$ cat config.mk
export PLATFORM = sky130hd
export DESIGN_NAME = multicycle_control_flat
export DESIGN_NICKNAME = d
export VERILOG_FILES = /design/src/rtl/multicycle_control_if.sv /design/src/rtl/multicycle_control.sv /design/src/flat_wrapper.sv
export SDC_FILE = /design/constraint.sdc
export NUM_CORES = 1
export LEC_CHECK = 0
export CAP_MARGIN = 10
export CORE_ASPECT_RATIO = 0.75
export CORE_MARGIN = 2
export CORE_UTILIZATION = 53
export DETAILED_ROUTE_END_ITERATION = 8
export PLACE_DENSITY = 0.86
export SLEW_MARGIN = 20
export SYNTH_ARGS = -nofsm -noshare
export SYNTH_HDL_FRONTEND = slang
export SYNTH_SLANG_ARGS = --single-unit
$ cat constraint.sdc
create_clock -name clk -period 4.1 [get_ports clk]
set_input_delay 0.82 -clock clk [delete_from_list [all_inputs] [get_ports clk]]
set_output_delay 0.82 -clock clk [all_outputs]
set_load 0.02 [all_outputs]
$ cat src/rtl/multicycle_control_if.sv
// Control/status bundle between the multicycle control FSM (master) and the datapath it steers (slave).
interface multicycle_control_if #(
    parameter int CNT_W = 16
);
    logic [5:0]       Opcode;
    logic             Zero;
    logic             MemReady;
    logic             PCWrite;
    logic             IorD;
    logic             MemRead;
    logic             MemWrite;
    logic             IRWrite;
    logic             MemtoReg;
    logic             RegDst;
    logic             RegWrite;
    logic             ALUSrcA;
    logic [1:0]       ALUSrcB;
    logic [3:0]       ALUop;
    logic [1:0]       PCSource;
    logic             IllegalOp;
    logic             MemTimeout;
    logic [3:0]       State;
    logic [CNT_W-1:0] InstrCount;

    modport master (
        input  Opcode, Zero, MemReady,
        output PCWrite, IorD, MemRead, MemWrite, IRWrite, MemtoReg, RegDst, RegWrite,
               ALUSrcA, ALUSrcB, ALUop, PCSource, IllegalOp, MemTimeout, State, InstrCount
    );

    modport slave (
        output Opcode, Zero, MemReady,
        input  PCWrite, IorD, MemRead, MemWrite, IRWrite, MemtoReg, RegDst, RegWrite,
               ALUSrcA, ALUSrcB, ALUop, PCSource, IllegalOp, MemTimeout, State, InstrCount
    );
endinterface

$ cat src/rtl/multicycle_control.sv
// Main control FSM of the multicycle datapath: sequences fetch/decode/execute/memory/writeback,
// waits on variable-latency memory with a watchdog, and counts retired instructions.
module multicycle_control #(
    parameter int CNT_W       = 16,
    parameter int MEM_TIMEOUT = 255
) (
    input  logic                 clk,
    input  logic                 rst_n,
    multicycle_control_if.master ctl
);
    // Operation codes understood by the downstream ALU control unit.
    localparam logic [3:0] ALU_ADD   = 4'b0010;
    localparam logic [3:0] ALU_SUB   = 4'b0110;
    localparam logic [3:0] ALU_FUNCT = 4'b1111;

    localparam logic [5:0] OP_RTYPE = 6'b000000;
    localparam logic [5:0] OP_LW    = 6'b100011;
    localparam logic [5:0] OP_SW    = 6'b101011;
    localparam logic [5:0] OP_BEQ   = 6'b000100;
    localparam logic [5:0] OP_J     = 6'b000010;
    localparam logic [5:0] OP_ADDI  = 6'b001000;

    localparam logic [7:0] WD_LAST = 8'(MEM_TIMEOUT - 1);

    typedef enum logic [3:0] {
        S_FETCH    = 4'd0,
        S_DECODE   = 4'd1,
        S_MEMADR   = 4'd2,
        S_MEMRD    = 4'd3,
        S_MEMWB    = 4'd4,
        S_MEMWR    = 4'd5,
        S_RTYPE_EX = 4'd6,
        S_RTYPE_WB = 4'd7,
        S_BEQ      = 4'd8,
        S_JUMP     = 4'd9,
        S_ADDI_EX  = 4'd10,
        S_ADDI_WB  = 4'd11,
        S_TRAP     = 4'd12
    } state_e;

    state_e           state_q, state_d;
    logic [7:0]       wd_q, wd_d;
    logic [CNT_W-1:0] cnt_q, cnt_d;
    logic             timeout_q, timeout_d;
    logic             waiting;

    always_comb begin
        // NOTE: every signal written here gets a default first, so no path can infer a latch.
        state_d   = state_q;
        wd_d      = '0;
        cnt_d     = cnt_q;
        timeout_d = timeout_q;
        waiting   = (state_q == S_FETCH) || (state_q == S_MEMRD) || (state_q == S_MEMWR);

        case (state_q)
            S_FETCH:    if (ctl.MemReady) state_d = S_DECODE;
            S_DECODE: begin
                case (ctl.Opcode)
                    OP_LW, OP_SW: state_d = S_MEMADR;
                    OP_RTYPE:     state_d = S_RTYPE_EX;
                    OP_BEQ:       state_d = S_BEQ;
                    OP_J:         state_d = S_JUMP;
                    OP_ADDI:      state_d = S_ADDI_EX;
                    default:      state_d = S_TRAP;
                endcase
            end
            S_MEMADR:   state_d = (ctl.Opcode == OP_SW) ? S_MEMWR : S_MEMRD;
            S_MEMRD:    if (ctl.MemReady) state_d = S_MEMWB;
            S_MEMWB:    state_d = S_FETCH;
            S_MEMWR:    if (ctl.MemReady) state_d = S_FETCH;
            S_RTYPE_EX: state_d = S_RTYPE_WB;
            S_RTYPE_WB: state_d = S_FETCH;
            S_BEQ:      state_d = S_FETCH;
            S_JUMP:     state_d = S_FETCH;
            S_ADDI_EX:  state_d = S_ADDI_WB;
            S_ADDI_WB:  state_d = S_FETCH;
            S_TRAP:     state_d = S_TRAP;
            default:    state_d = S_TRAP;
        endcase

        // A ready in the limit cycle takes the normal transition above instead of trapping.
        if (waiting && !ctl.MemReady) begin
            if (wd_q == WD_LAST) begin
                state_d   = S_TRAP;
                timeout_d = 1'b1;
            end else begin
                wd_d = wd_q + 8'd1;
            end
        end

        if ((state_d == S_FETCH) && (state_q != S_FETCH)) cnt_d = cnt_q + 1'b1;
    end

    always_ff @(posedge clk or negedge rst_n) begin
        // NOTE: sequential state uses non-blocking assignments so every register samples pre-edge values.
        if (!rst_n) begin
            state_q   <= S_FETCH;
            wd_q      <= '0;
            cnt_q     <= '0;
            timeout_q <= 1'b0;
        end else begin
            state_q   <= state_d;
            wd_q      <= wd_d;
            cnt_q     <= cnt_d;
            timeout_q <= timeout_d;
        end
    end

    // Datapath controls decode from the state register; reset gates them straight to idle.
    always_comb begin
        ctl.PCWrite   = 1'b0;
        ctl.IorD      = 1'b0;
        ctl.MemRead   = 1'b0;
        ctl.MemWrite  = 1'b0;
        ctl.IRWrite   = 1'b0;
        ctl.MemtoReg  = 1'b0;
        ctl.RegDst    = 1'b0;
        ctl.RegWrite  = 1'b0;
        ctl.ALUSrcA   = 1'b0;
        ctl.ALUSrcB   = 2'b00;
        ctl.ALUop     = ALU_ADD;
        ctl.PCSource  = 2'b00;
        ctl.IllegalOp = 1'b0;
        if (rst_n) begin
            case (state_q)
                S_FETCH: begin
                    ctl.MemRead = 1'b1;
                    ctl.ALUSrcB = 2'b01;
                    ctl.IRWrite = ctl.MemReady;
                    ctl.PCWrite = ctl.MemReady;
                end
                S_DECODE:   ctl.ALUSrcB = 2'b11;
                S_MEMADR: begin
                    ctl.ALUSrcA = 1'b1;
                    ctl.ALUSrcB = 2'b10;
                end
                S_MEMRD: begin
                    ctl.MemRead = 1'b1;
                    ctl.IorD    = 1'b1;
                end
                S_MEMWB: begin
                    ctl.RegWrite = 1'b1;
                    ctl.MemtoReg = 1'b1;
                end
                S_MEMWR: begin
                    ctl.MemWrite = 1'b1;
                    ctl.IorD     = 1'b1;
                end
                S_RTYPE_EX: begin
                    ctl.ALUSrcA = 1'b1;
                    ctl.ALUop   = ALU_FUNCT;
                end
                S_RTYPE_WB: begin
                    ctl.RegWrite = 1'b1;
                    ctl.RegDst   = 1'b1;
                end
                S_BEQ: begin
                    ctl.ALUSrcA  = 1'b1;
                    ctl.ALUop    = ALU_SUB;
                    ctl.PCSource = 2'b01;
                    ctl.PCWrite  = ctl.Zero;
                end
                S_JUMP: begin
                    ctl.PCSource = 2'b10;
                    ctl.PCWrite  = 1'b1;
                end
                S_ADDI_EX: begin
                    ctl.ALUSrcA = 1'b1;
                    ctl.ALUSrcB = 2'b10;
                end
                S_ADDI_WB:  ctl.RegWrite = 1'b1;
                S_TRAP:     ctl.IllegalOp = 1'b1;
                default:    ;
            endcase
        end
    end

    assign ctl.State      = state_q;
    assign ctl.InstrCount = cnt_q;
    assign ctl.MemTimeout = timeout_q;
endmodule
$ cat src/flat_wrapper.sv
// flat-port wrapper written by rule: the top's interface ports become plain ports
module multicycle_control_flat 
#(
    parameter int CNT_W       = 16,
    parameter int MEM_TIMEOUT = 255
)
  (clk, rst_n, ctl_Opcode, ctl_Zero, ctl_MemReady, ctl_PCWrite, ctl_IorD, ctl_MemRead, ctl_MemWrite, ctl_IRWrite, ctl_MemtoReg, ctl_RegDst, ctl_RegWrite, ctl_ALUSrcA, ctl_ALUSrcB, ctl_ALUop, ctl_PCSource, ctl_IllegalOp, ctl_MemTimeout, ctl_State, ctl_InstrCount);
  multicycle_control_if #(.CNT_W(CNT_W)) ctl_i ();
  input  logic clk;
  input  logic rst_n;
  input wire logic [$bits(ctl_i.Opcode)-1:0] ctl_Opcode;
  input wire logic [$bits(ctl_i.Zero)-1:0] ctl_Zero;
  input wire logic [$bits(ctl_i.MemReady)-1:0] ctl_MemReady;
  output wire logic [$bits(ctl_i.PCWrite)-1:0] ctl_PCWrite;
  output wire logic [$bits(ctl_i.IorD)-1:0] ctl_IorD;
  output wire logic [$bits(ctl_i.MemRead)-1:0] ctl_MemRead;
  output wire logic [$bits(ctl_i.MemWrite)-1:0] ctl_MemWrite;
  output wire logic [$bits(ctl_i.IRWrite)-1:0] ctl_IRWrite;
  output wire logic [$bits(ctl_i.MemtoReg)-1:0] ctl_MemtoReg;
  output wire logic [$bits(ctl_i.RegDst)-1:0] ctl_RegDst;
  output wire logic [$bits(ctl_i.RegWrite)-1:0] ctl_RegWrite;
  output wire logic [$bits(ctl_i.ALUSrcA)-1:0] ctl_ALUSrcA;
  output wire logic [$bits(ctl_i.ALUSrcB)-1:0] ctl_ALUSrcB;
  output wire logic [$bits(ctl_i.ALUop)-1:0] ctl_ALUop;
  output wire logic [$bits(ctl_i.PCSource)-1:0] ctl_PCSource;
  output wire logic [$bits(ctl_i.IllegalOp)-1:0] ctl_IllegalOp;
  output wire logic [$bits(ctl_i.MemTimeout)-1:0] ctl_MemTimeout;
  output wire logic [$bits(ctl_i.State)-1:0] ctl_State;
  output wire logic [$bits(ctl_i.InstrCount)-1:0] ctl_InstrCount;
  assign ctl_i.Opcode = ctl_Opcode;
  assign ctl_i.Zero = ctl_Zero;
  assign ctl_i.MemReady = ctl_MemReady;
  assign ctl_PCWrite = ctl_i.PCWrite;
  assign ctl_IorD = ctl_i.IorD;
  assign ctl_MemRead = ctl_i.MemRead;
  assign ctl_MemWrite = ctl_i.MemWrite;
  assign ctl_IRWrite = ctl_i.IRWrite;
  assign ctl_MemtoReg = ctl_i.MemtoReg;
  assign ctl_RegDst = ctl_i.RegDst;
  assign ctl_RegWrite = ctl_i.RegWrite;
  assign ctl_ALUSrcA = ctl_i.ALUSrcA;
  assign ctl_ALUSrcB = ctl_i.ALUSrcB;
  assign ctl_ALUop = ctl_i.ALUop;
  assign ctl_PCSource = ctl_i.PCSource;
  assign ctl_IllegalOp = ctl_i.IllegalOp;
  assign ctl_MemTimeout = ctl_i.MemTimeout;
  assign ctl_State = ctl_i.State;
  assign ctl_InstrCount = ctl_i.InstrCount;
  multicycle_control #(.CNT_W(CNT_W), .MEM_TIMEOUT(MEM_TIMEOUT)) u_core (.clk(clk), .rst_n(rst_n), .ctl(ctl_i));
endmodule
# == Word-level counts from Yosys, hierarchy flattened ==
# Index checks and enable logic that the tools add are counted.
# op_classes
shift,0
n_addsub,2
magnitude_cmp,0
n_eq_ne,18
mul,0
n_reduce_logical,17
bitwise_logic,0
n_div,0
n_mux,36
# op_table
op,n
4-bit one-hot mux with 8 select lines,1
4-bit two-way mux,6
4-bit == test (second input constant),5
4-bit one-hot mux with 5 select lines,1
1-bit two-way mux,19
16-bit by 1-bit adder with 16-bit output (second input constant),1
4-bit by 3-bit == test with 1-bit output (second input constant),4
8-bit two-way mux,2
6-bit == test (second input constant),2
8-bit by 1-bit adder with 8-bit output (second input constant),1
4-bit by 2-bit == test with 1-bit output (second input constant),2
8-bit == test (second input constant),1
4-bit zero test,2
4-bit one-hot mux with 2 select lines,1
2-bit OR reduction,4
6-bit by 2-bit == test with 1-bit output (second input constant),1
6-bit by 3-bit == test with 1-bit output (second input constant),1
6-bit by 4-bit == test with 1-bit output (second input constant),1
6-bit zero test,1
2-bit one-hot mux with 3 select lines,1
5-bit OR reduction,1
4-bit by 1-bit == test with 1-bit output (second input constant),1
2-bit two-way mux,2
2-bit one-hot mux with 2 select lines,1
9 further kinds,11
# totals
elab_cells,77
latch_bits,0
out_inout_bits,39
ff_bits,29
n_memories,0
ram_bits,0
rom_bits,0

# == Depth between registers and ports, before layout ==
# Gate-level depths: netlist of run 1.
# logic_depth
depth_word,8
depth_mapped,9

# == Least setup slack after synthesis of run 1 ==
# No wires, ideal clock.
# synth_path
path_type,register -> output
start,"register u_core.state_q[2], in the netlist u_core.ctl.State[2]"
end,output port ctl_PCWrite
slack_ns,1.172
path_stages_with_launch,7
arrival_time_ns,2.108
cell_sequence,dfrtp_1 -> buf_4 -> buf_4 -> nand2b_1 -> or2_2 -> nor3_1 -> a211o_1
# synth_via
elab_chain_cells,3
elab_cells_between_ends,5
# synth_lines
item,line_no,text
"start, declared",multicycle_control.sv:41,"state_e state_q, state_d;"
"start signal, assigned",multicycle_control.sv:102,state_q <= state_d;
4-bit == test / 4-bit zero test (equally long branches),multicycle_control.sv:125,case (state_q)
1-bit one-hot mux with 3 select lines *,multicycle_control.sv:125,
1-bit two-way mux *,multicycle_control.sv:124,if (rst_n) begin
"end, declared",flat_wrapper.sv:14,output wire logic [$bits(ctl_i.PCWrite)-1:0] ctl_PCWrite;
# Every way passes the cells marked *; elsewhere a longest branch is shown, timed or not.

# == Worst setup path after layout of run 1 ==
# layout_path
start,input port rst_n
end,output port ctl_ALUop[2]
# layout_via
elab_chain_cells,1
# layout_lines
item,line_no,text
"start, declared",flat_wrapper.sv:10,input logic rst_n;
4-bit two-way mux,multicycle_control.sv:124,
"end, declared",flat_wrapper.sv:24,output wire logic [$bits(ctl_i.ALUop)-1:0] ctl_ALUop;
# No other way between the ends.

==> out/metrics.csv, run 1 <==
stage,metric,value,unit
route,via count,1570,
logic_synthesis,Synth area leaders,"dfrtp_1, xnor2_1, nor2_1, xor2_1, and3_1",
sta,final worst slack,0.4485,ns
logic_synthesis,post-synthesis mux area share,0.5898,%
sta,final-report hold violation count,0,
critical_path,capture point of the worst reg-to-reg path,u_core.ctl.InstrCount[7]$_DFFE_PN0P_,
layout,fillers,260,
floorplanning,Core Area,3378,sq um
critical_path,RR Startpoint,u_core.ctl.State[0]$_DFF_PN0_,
route,DR WL/cell,14.51,um
pwr,Peak VDD IR,170.4,uV
run_status,status,"finished, final reports clean",
route,Residual DRC,0,
global_route,global-route wire length before repair,6768,um
global_route,GRT Util Overall,21.42,%
logic_synthesis,largest family of logic cells by synthesized area,simple AND/OR/NAND/NOR gates,
place,IO buf count,47,
route,WL final,4122,um
clock_tree,post_cts resized,0,
place,dpl hpwl,3074,um
sta,Tmin final,3.652,ns
layout,nets,257,
critical_path,Worst Setup EP,ctl_ALUop[2],
sta,setup TNS,0,ns
logic_synthesis,Synth Area in Simple Gates,32.50,%
sta,crit share post-route,89.06,%
logic_synthesis,Synthesis Warnings,0,
layout,Multi-input gate area,1079,sq um
logic_synthesis,XOR/XNOR Fraction of Synth Area,11.47,%
logic_synthesis,Commonest cells post-synth,"dfrtp_1, nor2_1, xnor2_1, and3_1, nand2_1",
clock_tree,hold buffer count at cts,0,
global_route,largest net degree at the start of global routing,37,
sta,Final Skew,0.004870,ns
critical_path,Critical Path Sink Type,primary output,
route,drt first pass iters,4,
logic_synthesis,Compound-Gate Fraction of Synth Area,9.764,%
clock_tree,Root Driver,clkbuf_8,
logic_synthesis,post-synth cell types,51,
critical_path,Crit Path Class,in2out,
pwr,pwr/cell area,222.4,nW/um^2
logic_synthesis,Adder-Cell Fraction of Synth Area,1.966,%
logic_synthesis,main flop type after synthesis,dfrtp_1,
logic_synthesis,syn avg cell area,9.595,sq um
logic_synthesis,top-count cell post-synth,dfrtp_1,
logic_synthesis,Synth top area share,38.01,%
route,Vias per Instance,5.528,
clock_tree,CTS Buf Count,5,
critical_path,worst reg2reg path depth,7,
route,DRT iter0 DRCs,66,
sta,Max Slew Vio Count,0,
critical_path,Reg2Reg Setup Slack,1.56,ns
critical_path,Worst setup SP type,input port,
clock_tree,clk slew on worst S/H paths,0.06,ns
logic_synthesis,"FFs w/ async S/R, synth",100.0,%
sta,final setup violation count,0,
layout,Area growth syn-to-layout,28.44,%
hold_path,Worst Hold Class,reg2reg,
floorplanning,Die ar.,4104,sq um
pwr,Leak Pwr,0.9821,nW
clock_tree,Max clock buf depth,2,
sta,unrepaired setup endpoints after global routing,false,
sta,worst slew pin tran,0.6638,ns
floorplanning,# rows,18,
floorplanning,chip width,73.31,um
sta,hold slack,0.4664,ns
logic_synthesis,synthesized instance count,199,
sta,fmax,273.9,MHz
route,post-route ant nets,0,
floorplanning,Die Ht,55.98,um
logic_synthesis,sequential fraction of the synthesis area,38.01,%
logic_synthesis,number of flops mapped to enable cells by yosys,0,
layout,share of cells above drive strength 1,11.48,%
critical_path,"Req. time, crit path",3.28,ns
global_route,vias in the first global route,1479,
critical_path,crit-path max FO,36,
critical_path,crit path from,rst_n,
place,Setup Slack @ Placement,0.3982,ns
place,GPL Wtd Cong,0.7984,
global_route,antenna violations before repair,0,
logic_synthesis,cell taking the most area after synthesis,dfrtp_1,
layout,Reg area,725.7,sq um
floorplanning,IO Pins,49,
sta,Worst slew margin,55.75,%
place,Area after DPL,2366,sq um
clock_tree,Post-CTS Setup Inserts,0,
critical_path,Critical Path AT,2.83,ns
run,max_cap viols,0,
logic_synthesis,synthesized flop and latch total,29,
layout,ANT cells,0,
clock_tree,H-tree depth,2,
logic_synthesis,syn_nets,212,
layout,final non-filler cell area,2452,sq um
global_route,GRT overflow,0,
clock_tree,CTS Sinks,29,
logic_synthesis,Mapped Area,1909,sq um
floorplanning,Initial Util,56.52,%
clock_tree,Worst-Skew Late Latency,0.28,ns
clock_tree,CTS tree,yes,
==> sequential cells by signal, indices dropped and copies added, names as in the netlist <==
register and count:
u_core.wd_q 8, u_core.ctl.MemTimeout 1, u_core.ctl.InstrCount 16, u_core.ctl.State 4
==> per-layer routing <==
layer / GRT usage [%] / up-vias / part of all wire (%)
met5: 0 / - / 0
met4: 6.494 / 0 / 0.73
met3: 9.601 / 4 / 6.7
met2: 29.34 / 44 / 43
met1: 30.25 / 730 / 49
li1: - / 792 / -
==> per-stage QoR <==
| step | instances | utilization (%) | power [mW] |
|---|---|---|---|
| after floorplan | 199 | - | 0.2995 |
| after global placement | 277 | 70.04 | 0.3179 |
| after detailed placement | 277 | 70.04 | 0.3182 |
| after CTS | 284 | 72.59 | 0.5495 |
| after global routing | 284 | 72.59 | 0.5672 |
| final | 284 | 72.59 | 0.5453 |
==> final cells by class <==
| class | count | area share, % |
|---|---|---|
| Multi-Input combinational cell | 154 | 43.98 |
| Clock buffer | 7 | 3.520 |
| Timing Repair Buffer | 51 | 20.41 |
| Inverter | 3 | 0.4592 |
| Tap cell | 40 | 2.041 |
| Sequential cell | 29 | 29.59 |
==> kinds of logic (layout without fill, tap and decap cells) <==
family	after synthesis	count (layout)
compound gates	25	25
flops	29	29
xor+xnor	25	25
fa+ha+maj	3	3
simple gates	99	99
other cells	1	1
buf+inv	16	61
mux	1	1
==> worst min path at each step <==
stage | to | cells after the start | slack [ns] | from
2_1_floorplan | u_core.wd_q[0]$_DFF_PN0_ | 1 | 0.49 | u_core.wd_q[0]$_DFF_PN0_
6_report | u_core.ctl.InstrCount[15]$_DFFE_PN0P_ | 1 | 0.47 | u_core.ctl.InstrCount[15]$_DFFE_PN0P_
3_5_place_dp | u_core.ctl.MemTimeout$_DFFE_PN0P_ | 1 | 0.46 | u_core.ctl.MemTimeout$_DFFE_PN0P_
4_1_cts | u_core.ctl.InstrCount[15]$_DFFE_PN0P_ | 1 | 0.47 | u_core.ctl.InstrCount[15]$_DFFE_PN0P_
3_3_place_gp | u_core.ctl.InstrCount[15]$_DFFE_PN0P_ | 1 | 0.46 | u_core.ctl.InstrCount[15]$_DFFE_PN0P_
5_1_grt | u_core.ctl.InstrCount[15]$_DFFE_PN0P_ | 1 | 0.51 | u_core.ctl.InstrCount[15]$_DFFE_PN0P_
==> placed cells by master (no fill, tap or decap), types with 6 or more instances in the layout <==
master           synthesis  layout
nor2_1                  20      20
dfrtp_1                 29      29
nand3_1                  7       7
xnor2_1                 18      18
nor3_1                   6       6
xor2_1                   7       7
nand2_1                  8       8
clkbuf_8                 0       6
clkdlybuf4s50_1          0      47
nand4_1                  7       7
and3_1                   9       9
==> worst max-delay path: stages <==
cell and delay [ns]:
clkdlybuf4s50_1 0.49, buf_4 0.38, nand3_1 0.22, nor2_1 0.19, or2_2 0.13, clkdlybuf4s50_1 0.59
==> where the power goes <==
| part | switching (mW) | internal (mW) |
|---|---|---|
| combinational | 0.0147 | 0.0117 |
| clock | 0.0998 | 0.133 |
| sequential | 0 | 0.286 |
Power figures use the tool's default switching activity.
==> run 2: changes to the inputs <==
--- a/config.mk
+++ b/config.mk
@@ -8,9 +8,8 @@
 export CAP_MARGIN = 10
 export CORE_ASPECT_RATIO = 0.75
 export CORE_MARGIN = 2
-export CORE_UTILIZATION = 53
+export CORE_UTILIZATION = 30
 export DETAILED_ROUTE_END_ITERATION = 8
-export PLACE_DENSITY = 0.86
 export SLEW_MARGIN = 20
 export SYNTH_ARGS = -nofsm -noshare
 export SYNTH_HDL_FRONTEND = slang
==> out/metrics.csv, run 2 (synthesized netlist as in run 1, its figures left out) <==
stage,metric,value,unit,change
route,Vias per Instance,4.899,,-11%
clock_tree,Root Driver,clkbuf_8,,
clock_tree,CTS Sinks,29,,unchanged
route,Residual DRC,0,,unchanged
route,via count,1597,,+1.7%
floorplanning,Die Ht,73.09,um,+31%
global_route,vias in the first global route,1429,,-3.4%
critical_path,Worst setup SP type,input port,,
clock_tree,post_cts resized,0,,unchanged
sta,Final Skew,0.003328,ns,-0.001542 ns
critical_path,CP max stage cell,clkdlybuf4s50_1,,
route,WL final,4274,um,+3.7%
place,Area after DPL,2425,sq um,+2.5%
critical_path,CP Cell Sequence,clkdlybuf4s50_1 > nand2b_1 > or2_2 > nor3_1 > or2_2 > clkdlybuf4s50_1,,
place,GPL Wtd Cong,0.7957,,-0.34%
layout,most frequent cells in the layout,"clkdlybuf4s50_1, dfrtp_1, nor2_1, xnor2_1, and3_1",,
critical_path,"Req. time, crit path",3.28,ns,about the same
critical_path,CP max stage delay,0.61,ns,+0.02 ns
layout,"commonest non-fill, non-tap cell in the layout",clkdlybuf4s50_1,,
sta,worst slew pin tran,0.7463,ns,+0.08252 ns
pwr,Internal Power,0.4308,mW,about the same
global_route,GRT overflow,0,,unchanged
run_status,status,"finished, final reports clean",,
sta,Max Slew Vio Count,0,,unchanged
critical_path,family with the most delay on the worst path,buffers and inverters,,
sta,setup TNS,0,ns,unchanged
clock_tree,Post-CTS Setup Inserts,0,,unchanged
critical_path,crit-path max FO,7,,-81%
sta,Tmin final,3.685,ns,+0.03323 ns
critical_path,Crit Path Class,in2out,,
floorplanning,chip width,96.12,um,+31%
layout,Area growth syn-to-layout,31.52,%,
critical_path,Reg2Reg Setup Slack,1.46,ns,-0.10 ns
clock_tree,Worst-Skew Late Latency,0.27,ns,about the same
pwr,Gate power share,5.0,%,+0.2 points
route,DRT iter0 DRCs,108,,+64%
global_route,antenna violations before repair,0,,unchanged
hold_path,Worst Hold Class,reg2reg,,
layout,ANT cells,0,,unchanged
layout,max reg flops,16,,unchanged
global_route,global-route wire length before repair,7044,um,+4.1%
critical_path,Critical Path Sink Type,primary output,,
critical_path,WP buf/inv,2,,-1
pwr,Flop pwr share,52.7,%,+0.2 points
sta,fmax,271.4,MHz,-0.90%
floorplanning,Die ar.,7025,sq um,+71%
layout,share of cells above drive strength 1,11.84,%,+0.36 points
clock_tree,CTS Buf Count,5,,unchanged
layout,nets,258,,+0.39%
clock_tree,Max clock buf depth,2,,unchanged
floorplanning,IO Pins,49,,unchanged
pwr,Switching Fraction,20.70,%,-0.29 points
global_route,largest net degree at the start of global routing,32,,-14%
place,dpl hpwl,3195,um,+3.9%
critical_path,Critical Path AT,2.86,ns,+0.03 ns
pwr,Leak Pwr,0.9876,nW,+0.56%
global_route,GRT Util Overall,12.93,%,-8.5 points
sta,Worst slew margin,50.09,%,-5.7 points
clock_tree,hold buffer count at cts,0,,unchanged
pwr,NetSw,0.1125,mW,-1.8%
layout,fillers,617,,+140%
sta,final setup violation count,0,,unchanged
place,IO buf count,47,,unchanged
layout,post-layout util,40.34,%,-32 points
pwr,pwr/cell area,216.3,nW/um^2,-2.7%
floorplanning,Initial Util,30.67,%,-26 points
sta,crit share post-route,89.87,%,+0.81 points
pwr,clock power share,42.2,%,-0.4 points
floorplanning,# rows,25,,+7
place,Setup Slack @ Placement,0.4141,ns,+0.01588 ns
route,drt first pass iters,4,,unchanged
route,DR WL/cell,13.11,um,-9.7%
layout,final non-filler cell area,2511,sq um,+2.4%
sta,final-report hold violation count,0,,unchanged
sta,unrepaired setup endpoints after global routing,false,,
clock_tree,H-tree depth,2,,unchanged
sta,final worst slack,0.4152,ns,-0.03323 ns
clock_tree,CTS tree,yes,,
clock_tree,clk slew on worst S/H paths,0.06,ns,about the same
floorplanning,Core Area,6225,sq um,+84%
pwr,Peak VDD IR,93.21,uV,-45%
route,post-route ant nets,0,,unchanged
pwr,total power,0.5433,mW,-0.37%
run,max_cap viols,0,,unchanged
-- run 2: path summary, 6_finish.rpt --
check / startpoint / to / depth (start not counted)
max: rst_n / ctl_ALUop[2] / 6
min: u_core.ctl.InstrCount[15]$_DFFE_PN0P_ / u_core.ctl.InstrCount[15]$_DFFE_PN0P_ / 1
max reg2reg: u_core.ctl.State[1]$_DFF_PN0_ / u_core.ctl.InstrCount[1]$_DFFE_PN0P_ / 6
min reg2reg: u_core.ctl.InstrCount[15]$_DFFE_PN0P_ / u_core.ctl.InstrCount[15]$_DFFE_PN0P_ / 1
max in group asynchronous: rst_n / u_core.ctl.InstrCount[0]$_DFFE_PN0P_ / 2
min in group asynchronous: rst_n / u_core.wd_q[5]$_DFF_PN0_ / 2
-- run 2: routing by layer --
layer  routed length [um]  share of wire [%]  vias to the layer above  global-route usage (%)
li1                     -                  -                      795                       -
met1                 2217                 52                      768                   19.33
met2                 1838                 43                       32                   18.13
met3                  211                4.9                        2                   4.029
met4                    7               0.16                        0                   2.857
met5                    0                  0                        -                       0
-- run 2: power by group through the flow --
stage	logic [mW]	registers [mW]	clock network, mW
2_1_floorplan	0.00795	0.292	0
3_3_place_gp	0.0275	0.291	0
3_5_place_dp	0.0279	0.291	0
4_1_cts	0.0279	0.286	0.240
5_1_grt	0.0304	0.286	0.248
6_report	0.0274	0.286	0.229
-- run 2: final cells by class --
| type | instances | area (sq um) | share of cell area, % |
|---|---|---|---|
| well taps | 81 | 101.3 | 4.036 |
| repair buffers | 52 | 508.0 | 20.23 |
| multi-input cells | 154 | 1079 | 42.95 |
| flip-flops and latches | 29 | 725.7 | 28.90 |
| clock buffers | 7 | 86.33 | 3.438 |
| inverters | 3 | 11.26 | 0.4484 |
-- run 2: metrics by stage --
stage	hold slack [ns]	cells
floorplan	0.4933	199
global placement	0.4697	319
detailed placement	0.4739	319
CTS	0.4863	326
global route	0.5193	326
finish	0.4777	326
==> run 3: changes to the inputs <==
--- a/config.mk
+++ b/config.mk
@@ -7,9 +7,10 @@
 export LEC_CHECK = 0
 export CAP_MARGIN = 10
 export CORE_ASPECT_RATIO = 0.75
-export CORE_MARGIN = 2
+export CORE_MARGIN = 4
 export CORE_UTILIZATION = 30
 export DETAILED_ROUTE_END_ITERATION = 8
+export PLACE_DENSITY_LB_ADDON = 0.15
 export SLEW_MARGIN = 20
 export SYNTH_ARGS = -nofsm -noshare
 export SYNTH_HDL_FRONTEND = slang
==> out/metrics.csv, run 3 (synthesized netlist as in run 1, its figures left out) <==
stage,metric,value,unit,change
run_status,status,"finished, final reports clean",,
global_route,largest net degree at the start of global routing,23,,-28%
clock_tree,CTS Sinks,29,,unchanged
route,drt first pass iters,4,,unchanged
layout,most frequent cells in the layout,"clkdlybuf4s50_1, dfrtp_1, nor2_1, xnor2_1, and3_1",,
sta,crit share post-route,86.62,%,-3.3 points
route,post-route ant nets,0,,unchanged
sta,Max Slew Vio Count,0,,unchanged
layout,share of cells above drive strength 1,12.55,%,+0.71 points
route,WL final,4543,um,+6.3%
place,GPL Wtd Cong,0.8148,,+2.4%
place,dpl hpwl,3415,um,+6.9%
sta,fmax,281.6,MHz,+3.8%
route,Vias per Instance,4.708,,-3.9%
floorplanning,Core Area,5976,sq um,-4.0%
run,max_cap viols,0,,unchanged
critical_path,Critical Path AT,2.73,ns,-0.13 ns
pwr,Peak VDD IR,122.3,uV,+31%
critical_path,Reg2Reg Setup Slack,1.39,ns,-0.07 ns
layout,max reg flops,16,,unchanged
sta,setup TNS,0,ns,unchanged
clock_tree,post_cts resized,0,,unchanged
layout,post-layout util,42.59,%,+2.2 points
pwr,pwr/cell area,246.1,nW/um^2,+14%
critical_path,Critical Path Sink Type,primary output,,
hold_path,hold path startpoint,u_core.ctl.InstrCount[15]$_DFFE_PN0P_,,
critical_path,Crit Path Class,in2out,,
place,IO buf count,47,,unchanged
floorplanning,IO Pins,49,,unchanged
route,Residual DRC,0,,unchanged
pwr,Leak Pwr,1.005,nW,+1.8%
floorplanning,Die ar.,7718,sq um,+9.9%
critical_path,"Req. time, crit path",3.28,ns,about the same
sta,worst slew pin tran,0.6719,ns,-0.07438 ns
route,DRT iter0 DRCs,74,,-31%
floorplanning,# rows,24,,-4.0%
layout,final non-filler cell area,2545,sq um,+1.3%
pwr,Switching Fraction,20.74,%,+0.032 points
critical_path,RR Startpoint,u_core.ctl.State[0]$_DFF_PN0_,,
critical_path,capture point of the worst reg-to-reg path,u_core.ctl.InstrCount[1]$_DFFE_PN0P_,,
place,Area after DPL,2429,sq um,+0.15%
global_route,antenna violations before repair,0,,unchanged
clock_tree,Worst-Skew Late Latency,0.28,ns,about the same
clock_tree,Post-CTS Setup Inserts,0,,unchanged
pwr,NetSw,0.1299,mW,+15%
clock_tree,H-tree depth,2,,unchanged
critical_path,Worst setup SP type,input port,,
pwr,Flop pwr share,45.7,%,-7.0 points
pwr,Gate power share,4.5,%,-0.5 points
sta,Final Skew,0.006470,ns,+0.003142 ns
floorplanning,Initial Util,31.95,%,+1.3 points
sta,Tmin final,3.551,ns,-0.1334 ns
route,via count,1530,,-4.2%
hold_path,Worst Hold Class,reg2reg,,
sta,final-report hold violation count,0,,unchanged
global_route,global-route wire length before repair,7824,um,+11%
critical_path,crit-path max FO,3,,-4
clock_tree,hold buffer count at cts,0,,unchanged
pwr,total power,0.6263,mW,+15%
pwr,clock power share,49.9,%,+7.7 points
floorplanning,chip width,100.1,um,+4.2%
pwr,Internal Power,0.4964,mW,+15%
hold_path,Hold Path Stages,1,,unchanged
critical_path,worst reg2reg path depth,6,,unchanged
sta,hold slack,0.4816,ns,+0.003890 ns
sta,final setup violation count,0,,unchanged
layout,"commonest non-fill, non-tap cell in the layout",clkdlybuf4s50_1,,
global_route,GRT Util Overall,12.65,%,-0.29 points
sta,Worst slew margin,55.20,%,+5.1 points
clock_tree,CTS tree,yes,,
clock_tree,CTS Buf Count,5,,unchanged
layout,nets,259,,+0.39%
floorplanning,Die Ht,77.09,um,+5.5%
hold_path,hold worst-path end,u_core.ctl.InstrCount[15]$_DFFE_PN0P_,,
clock_tree,Root Driver,clkbuf_8,,
global_route,vias in the first global route,1451,,+1.5%
route,DR WL/cell,13.98,um,+6.6%
layout,ANT cells,0,,unchanged
global_route,GRT overflow,0,,unchanged
clock_tree,clk slew on worst S/H paths,0.07,ns,about the same
sta,unrepaired setup endpoints after global routing,false,,
clock_tree,Max clock buf depth,2,,unchanged
layout,Area growth syn-to-layout,33.29,%,
[run 3: cell type report]
class / instances / area [sq um]
Clock inverter: 1 / 30.03
Clock buffer: 7 / 86.33
Multi-Input combinational cell: 154 / 1079
Sequential cell: 29 / 725.7
Timing Repair Buffer: 53 / 515.5
Inverter: 3 / 11.26
Tap cell: 78 / 97.59
Fill cell: 591 / 3431
[run 3: stage by stage]
step                      cells  worst slack, ns
final                       325           0.5487
after global routing        325           0.3594
after CTS                   325           0.5054
after detailed placement    317           0.5061
after global placement      317           0.5393
after floorplan             199            1.172
[run 3: how the worst max path moves through the flow]
stage                                   from          end  depth (start not counted)
2_1_floorplan  u_core.ctl.State[2]$_DFF_PN0_  ctl_PCWrite                          6
3_3_place_gp                           rst_n  ctl_ALUSrcA                          5
3_5_place_dp                           rst_n  ctl_ALUSrcA                          5
4_1_cts                                rst_n  ctl_ALUSrcA                          5
5_1_grt                                rst_n  ctl_ALUSrcA                          5
6_report                               rst_n  ctl_PCWrite                          6
[run 3: metal layers]
| metal | track usage [%] | vias up | routed length (um) |
|---|---|---|---|
| met5 | 0 | - | 0 |
| met1 | 19.39 | 705 | 2476 |
| met3 | 3.083 | 4 | 212 |
| met2 | 17.00 | 27 | 1814 |
| li1 | - | 794 | - |
| met4 | 4.038 | 0 | 40 |
[run 3: critical path, stage by stage]
cell and delay [ns]:
clkdlybuf4s50_1 0.48, nand2b_1 0.10, or2_2 0.30, nor3_1 0.25, a211o_1 0.17, clkdlybuf4s50_1 0.60
[run 3: power by group through the flow]
stage                     sequential, mW  combinational, mW  clock (mW)
after global routing               0.286             0.0312       0.335
final                              0.286             0.0279       0.312
after floorplan                    0.292            0.00795           0
after CTS                          0.286             0.0286       0.320
after global placement             0.291             0.0282           0
after detailed placement           0.291             0.0285           0
